**src/rtl/hazard_flush_ctrl.sv**
```systemverilog
// Decode-stage hazard/flush scheduler: tracks in-flight destination registers,
// inserts bubbles on read-after-write hazards, squashes younger instructions
// after a taken jump, and keeps bubble/flush performance counters.
module hazard_flush_ctrl #(
    parameter int unsigned DEPTH         = 3,
    parameter int unsigned WB_BYPASS     = 1,
    parameter int unsigned SQUASH_CYCLES = 2
) (
    input  logic        clk,
    input  logic        rst,
    input  logic [4:0]  a0,
    input  logic [4:0]  a1,
    input  logic [4:0]  a2_hazard,
    input  logic        jmp_taken,
    input  logic        mem_busy,
    output logic        stall,
    output logic        squash,
    output logic        fetch_hold,
    output logic        flushing,
    output logic [31:0] bubble_count,
    output logic [31:0] flush_count
);

    // Entries younger than this index can still be hazards; the writeback
    // entry drops out when the register file writes through.
    localparam int unsigned ACTIVE   = DEPTH - WB_BYPASS;
    localparam logic [3:0]  CNT_LOAD = 4'(SQUASH_CYCLES - 1);

    typedef enum logic {StRun, StFlush} state_e;

    state_e      r_state;
    state_e      w_state_nxt;
    logic [3:0]  r_cnt;
    logic [3:0]  w_cnt_nxt;
    logic [4:0]  r_sb [DEPTH];
    logic [DEPTH-1:0] w_hit;
    logic        w_match;
    logic        w_hazard;
    logic        w_advance;
    logic [31:0] r_bubble_count;
    logic [31:0] r_flush_count;

    assign w_advance = ~mem_busy;

    // Scoreboard head: newest decode destination enters when not stalled
    always_ff @(posedge clk or negedge rst) begin
        if (!rst) begin
            r_sb[0] <= '0;
        end else if (w_advance) begin
            r_sb[0] <= a2_hazard;
        end
    end

    genvar g;
    generate
        for (g = 1; g < DEPTH; g++) begin : g_sb_shift
            // Older entries age one stage per unstalled cycle
            always_ff @(posedge clk or negedge rst) begin
                if (!rst) begin
                    r_sb[g] <= '0;
                end else if (w_advance) begin
                    r_sb[g] <= r_sb[g-1];
                end
            end
        end

        for (g = 0; g < DEPTH; g++) begin : g_sb_hit
            if (g < ACTIVE) begin : g_active
                assign w_hit[g] = ((a0 != 5'd0) && (a0 == r_sb[g])) ||
                                  ((a1 != 5'd0) && (a1 == r_sb[g]));
            end else begin : g_inactive
                assign w_hit[g] = 1'b0;
            end
        end
    endgenerate

    assign w_match  = |w_hit;
    // A dead decode instruction (jump or flush window) never raises a hazard
    assign w_hazard = w_match & ~flushing & ~jmp_taken;

    // Flush FSM state register
    always_ff @(posedge clk or negedge rst) begin
        if (!rst) begin
            r_state <= StRun;
            r_cnt   <= '0;
        end else begin
            r_state <= w_state_nxt;
            r_cnt   <= w_cnt_nxt;
        end
    end

    // Flush FSM next state: jumps (re)load the window, otherwise count down
    always_comb begin
        w_state_nxt = r_state;
        w_cnt_nxt   = r_cnt;
        if (w_advance) begin
            if (jmp_taken) begin
                w_cnt_nxt   = CNT_LOAD;
                w_state_nxt = (CNT_LOAD != 4'd0) ? StFlush : StRun;
            end else if (r_state == StFlush) begin
                w_cnt_nxt = r_cnt - 4'd1;
                if (r_cnt == 4'd1) begin
                    w_state_nxt = StRun;
                end
            end
        end
    end

    // Performance counters advance only on unstalled edges
    always_ff @(posedge clk or negedge rst) begin
        if (!rst) begin
            r_bubble_count <= '0;
            r_flush_count  <= '0;
        end else if (w_advance) begin
            if (w_hazard) begin
                r_bubble_count <= r_bubble_count + 32'd1;
            end
            if (jmp_taken) begin
                r_flush_count <= r_flush_count + 32'd1;
            end
        end
    end

    // Pipeline control outputs
    always_comb begin
        stall        = mem_busy;
        flushing     = (r_cnt != 4'd0);
        squash       = w_hazard | jmp_taken | flushing;
        // Fetch must stay free to redirect during a jump or flush
        fetch_hold   = w_hazard;
        bubble_count = r_bubble_count;
        flush_count  = r_flush_count;
    end

endmodule

```
**config.mk**
```make
export PLATFORM = sky130hd
export DESIGN_NAME = hazard_flush_ctrl
export DESIGN_NICKNAME = d
export VERILOG_FILES = /design/src/rtl/hazard_flush_ctrl.sv
export SDC_FILE = /design/constraint.sdc
export NUM_CORES = 1
export LEC_CHECK = 0
export BUFFER_PORTS_ARGS = -buffer_cell sky130_fd_sc_hd__buf_4
export CAP_MARGIN = 10
export CELL_PAD_IN_SITES_DETAIL_PLACEMENT = 1
export CELL_PAD_IN_SITES_GLOBAL_PLACEMENT = 2
export CORE_ASPECT_RATIO = 1.25
export CORE_UTILIZATION = 35
export DETAILED_ROUTE_END_ITERATION = 7
export GPL_TIMING_DRIVEN = 0
export MAX_ROUTING_LAYER = met4
export PLACE_DENSITY_LB_ADDON = 0.1
export SYNTH_ARGS = -nofsm -noshare
export SYNTH_HDL_FRONTEND = slang
export SYNTH_SLANG_ARGS = --single-unit
```
**constraint.sdc**
```tcl
create_clock -name clk -period 2.6 [get_ports clk]
set_clock_uncertainty 0.15 [all_clocks]
set_input_delay 0.52 -clock clk [delete_from_list [all_inputs] [get_ports clk]]
set_output_delay 0.52 -clock clk [all_outputs]
set_load 0.01 [all_outputs]
```
Yosys cells after proc, flatten, opt, wreduce, memory -nomap -nowiden
Cells that the tools add are included.
{"block": "op_classes", "addsub": 3, "eq_ne": 5, "n_mux": 5, "bitwise": 7, "n_reduce_logical": 14}
{"op": "32-bit by 1-bit adder with 32-bit output, second input constant", "n": 2}
{"op": "5-bit equality test", "n": 4}
{"op": "5-bit nonzero test", "n": 2}
{"op": "4-bit two-way mux", "n": 2}
{"op": "2-bit AND reduction", "n": 3}
{"op": "4-bit by 1-bit equality test with 1-bit output, second input constant", "n": 1}
{"op": "1-bit logical AND", "n": 4}
{"op": "4-bit nonzero test", "n": 1}
{"op": "4-bit by 1-bit subtractor with 4-bit output, second input constant", "n": 1}
{"op": "1-bit two-way mux", "n": 3}
{"op": "1-bit inverter", "n": 3}
{"op": "1-bit bitwise AND", "n": 2}
{"op": "1-bit logical OR", "n": 2}
{"op": "1-bit OR", "n": 2}
{"op": "2-bit nonzero test", "n": 1}
{"op": "2-bit OR reduction", "n": 1}
{"block": "totals", "ff_bits": 79, "out_inout_bits": 68, "word_cells": 40}

Longest topological paths before layout
{"block": "logic_depth", "word_depth": 8, "ltp_mapped": 8, "mapped_depth_nobuf": 7}

Worst setup path before layout
No wires, ideal clock.
{"block": "synth_path", "path_type": "input -> output", "startpoint": "input port a1[1]", "endpoint": "output port squash", "arrival_time_ps": 1672, "t_required_ps": 1930, "path_slack_ps": 258, "cell_stages": 5, "path_buffers": 1, "path_cell_list": "or4_1 nor2_1 o22a_1 buf_2 nand2_1"}
{"block": "synth_between", "elab_chain_len": 8}
{"item": "from (decl)", "line": "12", "rtl": "input logic [4:0] a1,"}
{"item": "5-bit equality test / 5-bit nonzero test (equally long branches)", "line": "70", "rtl": "((a1 != 5'd0) && (a1 == r_sb[g]));"}
{"item": "1-bit logical AND", "line": "70"}
{"item": "1-bit logical OR", "line": "69", "rtl": "assign w_hit[g] = ((a0 != 5'd0) && (a0 == r_sb[g])) ||"}
{"item": "2-bit OR reduction *", "line": "77", "rtl": "assign w_match = |w_hit;"}
{"item": "1-bit bitwise AND * (2 in a row)", "line": "79", "rtl": "assign w_hazard = w_match & ~flushing & ~jmp_taken;"}
{"item": "1-bit OR * (2 in a row)", "line": "128", "rtl": "squash = w_hazard | jmp_taken | flushing;"}
{"item": "to (decl)", "line": "17", "rtl": "output logic squash,"}
Every way passes the cells marked *; elsewhere a longest branch is shown, timed or not.

Worst setup path after layout
{"block": "layout_path", "startpoint": "register r_sb[10] (netlist name)", "endpoint": "output port fetch_hold"}
{"block": "layout_between", "elab_chain_len": 6}
{"item": "from (decl)", "line": "35", "rtl": "logic [4:0] r_sb [DEPTH];"}
{"item": "5-bit equality test, on equally long branches", "line": "69, 70"}
{"item": "1-bit logical AND, on equally long branches", "line": "69, 70"}
{"item": "1-bit logical OR *", "line": "69"}
{"item": "2-bit OR reduction *", "line": "77"}
{"item": "1-bit bitwise AND * (2 in a row)", "line": "79"}
{"item": "to (decl)", "line": "18", "rtl": "output logic fetch_hold,"}
Marks and branches as above.

==> impl_metrics.py <==
metrics = {
    "outcome": {
        "outcome": "finished clean",
    },
    "grt": {
        "gr-total-overflow": 0,
        "grt_pass1_wl_um": 16300,
        "track_usage_pct": 18.2,
        "first_global_vias": 3172,
        "grt_max_degree": 80,
        "antenna_found_initial": 0,
    },
    "worst_setup_path": {
        "cp.required_ps": 1930,
        "setup.worst_path.start": "r_sb[10]$_DFFE_PN0N_",
        "endpoint": "fetch_hold",
        "worst-setup-path-type": "flip-flop to output port",
        "r2r_cells": 7,
        "r2r-end": "bubble_count[1]$_DFFE_PN0P_",
        "arrival_ps": 1810,
        "rr_startpoint": "r_sb[10]$_DFFE_PN0N_",
        "cp-start-kind": "flip-flop",
        "regToRegSetupSlack_ps": 320,
        "path_max_fanout": 4,
        "worstSetupEndpointType": "output port",
    },
    "clock_tree": {
        "insertion_delay_ps": 330,
        "root_buffer": "clkbuf_16",
        "cts_buffers": 9,
        "clk_path_buf_depth": 2,
        "cts_tree": "built",
        "htreeDepth": 3,
        "ctsHoldBuffers": 0,
        "cts_sinks": 79,
        "clk_pin_slew_ps": 60,
    },
    "finish": {
        "n_fill_cell": 1241,
        "mostFrequentLayoutCell": "buf_4",
        "drive_above_1_share_pct": 31.8,
        "diodes": 0,
        "syn2layout_area_growth_pct": 28.5,
        "final_cell_mix": "buf_4, dfrtp_1, xor2_1",
        "final_nets": 490,
    },
    "die": {
        "initial_core_util_pct": 36.0,
        "core-area_um2": 11100,
        "die_y_um": 121,
        "io_pins": 87,
        "die_w_um": 97.6,
        "rows": 43,
        "die_area_um2": 11800,
    },
    "route": {
        "met2_length_um": 5010,
        "drtIter0Drc": 72,
        "drt-pass1-iter-count": 4,
        "m1WireLength_um": 4340,
        "wl_per_cell_um": 16.2,
        "dr_wl_met3_um": 340,
        "drc": 0,
        "routed_via_density": 5.05,
        "vias": 3063,
        "dr.max_layer_used": "met4",
        "ant_nets": 0,
        "wl_um": 9840,
    },
    "pwr": {
        "power.total_mw": 3.34,
        "power_density_nw_per_um2": 651,
        "ir_drop_v": 0.000341,
        "leakage_nw": 2.50,
    },
    "synthesis": {
        "ys.warnings.count": 0,
        "ys_seq_elements": 79,
        "syn_avg_cell_area_um2": 10.9,
        "synth_area_leaders": "dfrtp_1, xor2_1, xnor2_1",
        "synth_edf_count": 0,
        "yosysSeqAreaShare_pct": 49.5,
        "synth_top_area_share_pct": 49.5,
        "syn_nets": 391,
        "async_flop_share_pct": 100,
        "netlist_area_um2": 4000,
        "synth.largest_area_cell": "dfrtp_1",
        "ys_types": 43,
        "ys.flop_type": "dfrtp_1",
        "netlist_instances": 368,
    },
    "sta": {
        "max_clock_freq_ghz": 0.404,
        "min_period_over_period_pct": 95.2,
        "hold_viol": 0,
        "maxSlewViolCount": 0,
        "fin_ws_ps": 124,
        "worst_slew_pin_slew_ps": 1030,
        "setup-tns-final_ps": 0,
        "rsz0062_at_grt": "no",
        "setup_violations": 0,
        "maxSlewHeadroom_pct": 31.7,
        "finalCriticalPeriod_ps": 2480,
    },
    "job": {
        "max_cap_violations": 0,
    },
    "placement": {
        "hpwlAfterDp_um": 6990,
        "portBuffers": 86,
        "gp_congestion": 0.759,
        "pre_cts_ws_ps": -242,
    },
    "worst_hold_path": {
        "min_path_type": "input port to async pin",
    },
}
==> stage by stage <==
stage	util, %	instances	cell area (µm²)	hold slack [ps]
after floorplan	-	368	4000	74.4
after global placement	43.4	589	4810	308
after detailed placement	43.4	589	4810	320
after CTS	46.1	606	5110	256
after global routing	46.3	607	5130	260
final	46.3	607	5130	193
==> registers in the layout (all words and copies together), names as in the netlist <==
signal        count
bubble_count     32
flush_count      32
r_cnt             4
r_sb             10
r_state           1
==> worst max-delay path: stages, from the launching register on <==
cell	delay, ps
dfrtp_2	430
xor2_1	150
nor3_1	190
a32oi_1	120
o22a_2	260
buf_6	130
nor2_4	70
buf_4	120
==> cells in the mapped netlist (3+ instances only) <==
cell and n:
mux2_2 11, ha_1 4, and4_1 4, clkbuf_1 5, buf_2 5, nor4_2 4, and2_1 4, nand3_1 20
nand2_1 36, nand2b_1 3, nor2_1 20, nor3_1 19, nand4_1 16, nor4_1 8, or4_1 3, inv_1 6
dfrtp_1 79, xor2_1 57, nor4b_2 3, nor3_2 5, xnor2_1 25, o21ai_0 5
==> area by class of cell <==
class / instances / area, µm² / share of cell area [%]
well taps: 135 / 169 / 3.29
flip-flops and latches: 79 / 1980 / 38.5
repair buffers: 90 / 676 / 13.2
clock inverters: 3 / 17.5 / 0.341
inverters: 6 / 22.5 / 0.439
plain buffers: 11 / 65.1 / 1.27
multi-input cells: 270 / 1950 / 37.9
clock buffers: 13 / 260 / 5.07
==> cells by family after synthesis <==
kind of cell               after synthesis  synth area share, %
AOI/OAI and AO/OA                       11                 1.72
xor gates and xnor gates                82                 18.0
adders and majority gates                4                 1.25
buffers and inverters                   19                 2.22
DFF                                     79                 49.5
muxes                                   11                 3.10
and+or+nand+nor                        162                 24.2
==> layer usage <==
layer	GRT usage (%)	vias up
li1	-	1471
met1	21.9	1523
met2	29.9	56
met3	3.34	13
met4	7.81	0
met5	-	-
==> where the power goes <==
part	switching [mW]	internal, mW	leakage, nW
combinational	0.365	0.301	1.31
clock	0.497	0.697	0.136
sequential	0.139	1.34	1.05
total	1.00	2.34	2.50
==> worst min path at each step <==
stage                     cells after the start  slack [ps]                     endpoint                        start
after detailed placement                      1         320  flush_count[31]$_DFFE_PN0P_  flush_count[31]$_DFFE_PN0P_
final                                         1         190  flush_count[27]$_DFFE_PN0P_                          rst
after global routing                          2         260         r_sb[10]$_DFFE_PN0N_                 a2_hazard[0]
after global placement                        1         310  flush_count[31]$_DFFE_PN0P_  flush_count[31]$_DFFE_PN0P_
after CTS                                     1         260  flush_count[27]$_DFFE_PN0P_                          rst
after floorplan                               0          70  bubble_count[0]$_DFFE_PN0P_                          rst
==> repair_timing <==
item | 4_1_cts | 5_1_grt
setup buffers | 3 | 1
pin swaps | 2 | 4
gates resized for setup | 6 | 4
setup endpoints to repair | 2 | 1
Power figures use the tool's default switching activity.
